### src/rtl/pipe_pkg.sv
// rtl/pipe_pkg.sv - shared state encoding and per-stage payload widths for pipeline stage registers
package pipe_pkg;

   typedef enum logic [1:0] {
      ST_EMPTY = 2'd0,
      ST_BUSY  = 2'd1,
      ST_FULL  = 2'd2
   } skid_state_e;

   // MEM/WB payload: two 32-bit operands, result, rd index, wb select, reg write enable
   localparam int MEMWB_PAYLOAD_W = 2*32 + 32 + 5 + 2 + 1;

endpackage

### src/rtl/pipe_stage_skid.sv
// rtl/pipe_stage_skid.sv - parametrised valid/ready pipeline register with flush
// and optional 2-entry skid buffer (SKID=1) or single entry (SKID=0)
module pipe_stage_skid
   import pipe_pkg::*;
#(
   parameter int                    DATA_WIDTH = 32,
   parameter int                    SKID       = 1,
   parameter logic [DATA_WIDTH-1:0] RESET_DATA = '0
) (
   input  logic                  clk,
   input  logic                  rst,
   input  logic                  flush,
   input  logic                  s_valid,
   output logic                  s_ready,
   input  logic [DATA_WIDTH-1:0] s_data,
   output logic                  m_valid,
   input  logic                  m_ready,
   output logic [DATA_WIDTH-1:0] m_data
);

   logic [DATA_WIDTH-1:0] data_q;
   logic                  stall_q;

   assign m_data = data_q;

   generate
      if (SKID != 0) begin : g_skid
         skid_state_e           state_q, state_d;
         logic [DATA_WIDTH-1:0] data_d;
         logic [DATA_WIDTH-1:0] skid_q, skid_d;

         // s_ready decodes straight from the state register, no path from m_ready
         assign s_ready = !rst && (state_q != ST_FULL);
         assign m_valid = (state_q != ST_EMPTY);

         always_ff @(posedge clk) begin
            if (rst || flush) begin
               state_q <= ST_EMPTY;
               data_q  <= RESET_DATA;
               skid_q  <= '0;
            end else begin
               state_q <= state_d;
               data_q  <= data_d;
               skid_q  <= skid_d;
            end
         end

         always_comb begin
            state_d = state_q;
            data_d  = data_q;
            skid_d  = skid_q;
            case (state_q)
               ST_EMPTY: begin
                  if (s_valid) begin
                     data_d  = s_data;
                     state_d = ST_BUSY;
                  end
               end
               ST_BUSY: begin
                  if (s_valid && m_ready) begin
                     data_d = s_data;
                  end else if (s_valid) begin
                     skid_d  = s_data;
                     state_d = ST_FULL;
                  end else if (m_ready) begin
                     state_d = ST_EMPTY;
                  end
               end
               ST_FULL: begin
                  if (m_ready) begin
                     data_d  = skid_q;
                     state_d = ST_BUSY;
                  end
               end
               default: state_d = ST_EMPTY;
            endcase
         end

         always @(posedge clk) begin
            if (!rst && state_q == ST_FULL) begin
               assert (m_valid);
            end
         end
      end else begin : g_noskid
         logic valid_q;

         assign s_ready = !rst && (!valid_q || m_ready);
         assign m_valid = valid_q;

         always_ff @(posedge clk) begin
            if (rst || flush) begin
               valid_q <= 1'b0;
               data_q  <= RESET_DATA;
            end else if (s_valid && s_ready) begin
               valid_q <= 1'b1;
               data_q  <= s_data;
            end else if (m_ready) begin
               valid_q <= 1'b0;
            end
         end
      end
   endgenerate

   // Remembers an offered-but-refused request so its withdrawal can be flagged
   always_ff @(posedge clk) begin
      if (rst) begin
         stall_q <= 1'b0;
      end else begin
         stall_q <= s_valid && !s_ready && !flush;
      end
   end

   always @(posedge clk) begin
      if (!rst && !flush && stall_q) begin
         assert (s_valid);
      end
   end

endmodule

### config.mk
export PLATFORM = sky130hd
export DESIGN_NAME = pipe_stage_skid
export DESIGN_NICKNAME = d
export VERILOG_FILES = /design/src/rtl/pipe_pkg.sv /design/src/rtl/pipe_stage_skid.sv
export SDC_FILE = /design/constraint.sdc
export NUM_CORES = 1
export LEC_CHECK = 0
export CAP_MARGIN = 15
export CELL_PAD_IN_SITES_DETAIL_PLACEMENT = 1
export CELL_PAD_IN_SITES_GLOBAL_PLACEMENT = 1
export CORE_UTILIZATION = 38
export DETAILED_ROUTE_END_ITERATION = 8
export GPL_TIMING_DRIVEN = 1
export PLACE_DENSITY_LB_ADDON = 0.1
export SYNTH_ARGS = -nofsm -noshare
export SYNTH_HDL_FRONTEND = slang
export SYNTH_SLANG_ARGS = --single-unit
### constraint.sdc
create_clock -name clk -period 1.7 [get_ports clk]
set_input_delay 0.34 -clock clk [delete_from_list [all_inputs] [get_ports clk]]
set_output_delay 0.34 -clock clk [all_outputs]
set_load 0.02 [all_outputs]
==> results_dict.tcl <==
set metrics [dict create \
    status "finished clean" \
    htreeDepth 3 \
    fin_ws_ps 31.0 \
    grtUsageTotal_pct 21.1 \
    io_buffer_count 70 \
    fin_skew_ps 9.87 \
    min_from "g_skid.skid_q[23]" \
    reg2regPathDepth 5 \
    rrSetupSlack_ps 170 \
    synth-seq-cells 66 \
    viasPerCell 5.24 \
    wire_per_inst_um 16.9 \
    cts_buffers 9 \
    vias 2558 \
    p_leak_nw 1.63 \
    layout-drive-gt1-share_pct 20.7 \
    antenna_cells 0 \
    multi_input_area_mm2 0.00152 \
    clk_pin_slew_ps 70 \
    start_kind "register" \
    layout.nets 418 \
    finalHoldViolCount 0 \
    netlist_area_mm2 0.00301 \
    synth_top_family_by_area "compound AO/OA/AOI/OAI gates" \
    cts_root_buf "clkbuf_8" \
    rsz0062_at_grt "no" \
    dieArea_mm2 0.00829 \
    drc 0 \
    finalInstanceArea_mm2 0.00418 \
    endpoint_kind "output port" \
    ys_warn_count 0 \
    drt_iter0_drc 62 \
    grt_max_degree 44 \
    grt_pass1_wl_mm 13.8 \
    min_to "g_skid.skid_q[23]" \
    peakVddDrop_mv 0.365 \
    muxShareOfSynthArea_pct 10.6 \
    cp_top_family "buffers and inverters" \
    fmax_mhz 599 \
    timing.rr.start "g_skid.state_q[0]" \
    stdcell_count 488 \
    firstDrtPassIters 4 \
    syn-num-nets 347 \
    rows 32 \
    crit_slowest_cell "clkdlybuf4s50_1" \
    placed_cells_incl_taps 472 \
    post-place-ws_ps -216 \
    synthAdderAreaFrac_pct 0 \
    crit_fanout 2 \
    clock-sinks 66 \
    grt-ovfl-total 0 \
    cts_max_path_buffers 2 \
    worst-path-buf-inv 1 \
    ant_nets 0 \
    seqCellArea_mm2 0.00132 \
    p_per_area_mw_per_mm2 869 \
    synth_seq_area_share_pct 43.9 \
    maxSlewViolCount 0 \
    drv_cap 0 \
    grt_antenna_before_repair 0 \
    synth_cell_types 23 \
    die_w_um 91.0 \
    slowest_delay_ps 620 \
    fillCellCount 852 \
    area_growth_pct 38.7 \
    setup_viol 0 \
    syn_avg_cell_area_um2 9.72 \
    period_share_pct 98.2 \
    period_needed_ps 1670 \
    placed_cell_area_mm2 0.00396 \
    worst-setup-path-type "reg2out" \
    path_cells "clkdlybuf4s50_1" \
    slew_headroom_pct 71.8 \
    worstSkewPairLatency_ps 350 \
    holdWs_ps 456 \
    grt_pass1_vias 2750 \
    hold_buffers 0 \
    start_util_pct 39.2 \
    ios 71 \
    timing.rr.end "m_data[20]" \
    synthSimpleGateAreaFrac_pct 11.0 \
    dp_hpwl_mm 5.49 \
    die_h_um 91.0 \
    cts_tree "yes" \
    hold_class "reg2reg" \
    postSynthCellCount 310 \
    finalWeightedCongestion 0.727 \
    whs_path_depth 2 \
    final_cell_mix "clkdlybuf4s50_1 (67), nand2_1 (65), dfxtp_1 (65), a211oi_1 (34), a21oi_1 (33)" \
    worst_pin_slew_ps 423 \
    mostFrequentLayoutCell "clkdlybuf4s50_1" \
    synth_xor_area_share_pct 0 \
    p_total_mw 3.63 \
    synth_compound_area_share_pct 27.7 \
    core_area_mm2 0.00769 \
    critPathArrivalTime_ps 1330 \
    crit_required_ps 1360 \
    wirelength_mm 8.23 \
]
## cell usage after synthesis, drive strengths merged
cell type | number | area share (%)
dfxtp | 66 | 44
nand2 | 65 | 8.1
a211oi | 64 | 21
a21oi | 33 | 5.5
mux2i | 32 | 11
buf | 27 | 6.0
clkbuf | 7 | 0.87
a21o | 2 | 0.75
nand2b | 2 | 0.42
nor2b | 2 | 0.42
or2 | 2 | 0.42
and2 | 1 | 0.21
and3b | 1 | 0.29
nand4bb | 1 | 0.37
nor2 | 1 | 0.12
nor4bb | 1 | 0.33
o21a | 1 | 0.25
o21bai | 1 | 0.25
or3b | 1 | 0.29
## how the worst max path moves through the flow
stage	cells after the start	endpoint	startpoint
detailed placement	5	m_data[23]	m_ready
global placement	6	g_skid.skid_q[15]	m_ready
finish	1	m_data[31]	m_data[31]
floorplan	4	s_ready	g_skid.state_q[0]
global route	1	m_data[8]	m_data[8]
CTS	3	s_ready	g_skid.state_q[1]
## what timing repair did
action / CTS / global route
resized for setup: 3 / 6
endpoints found under the setup margin: 2 / 6
setup buffers: 0 / 0
## metrics by stage
| stage | utilization, % | TNS [ps] |
|---|---|---|
| final | 54.4 | 0 |
| after CTS | 54.3 | 0 |
| after detailed placement | 51.5 | -10840 |
| after floorplan | - | 0 |
| after global placement | 51.5 | -7590 |
| after global routing | 54.4 | 0 |
## kinds of logic after synthesis
group           count (synthesis)
compound gates                101
buf+inv                        34
flops                          66
mux                            32
simple gates                   77
## routing by layer
metal  vias up  part of all wire [%]  wire length (µm)  global-route usage (%)
li1       1250                     -                 -                       -
met1      1244                    47              3900                    27.0
met2        53                    47              3900                    35.2
met3        11                   3.4               279                    3.77
met4         0                   1.8               149                    8.33
met5         -                     0                 0                       0
## state kept, by name (all words and copies together) (netlist names)
signal          count
g_skid.skid_q      32
m_data             32
g_skid.state_q      2
## final cells by class
cell class,instances,share of cell area [%]
sequential,66,31.6
clock inverter,5,1.86
timing repair buffer,94,23.8
multi-input combinational,210,36.3
tap,102,3.05
clock buffer,11,3.38
## report_power, final
part,leakage [nW],switching (mW),internal [mW]
combinational,0.980,0.266,0.279
clock,0.109,0.612,0.862
sequential,0.537,0.0243,1.59
Note: power is estimated with default switching activity, not from simulation.
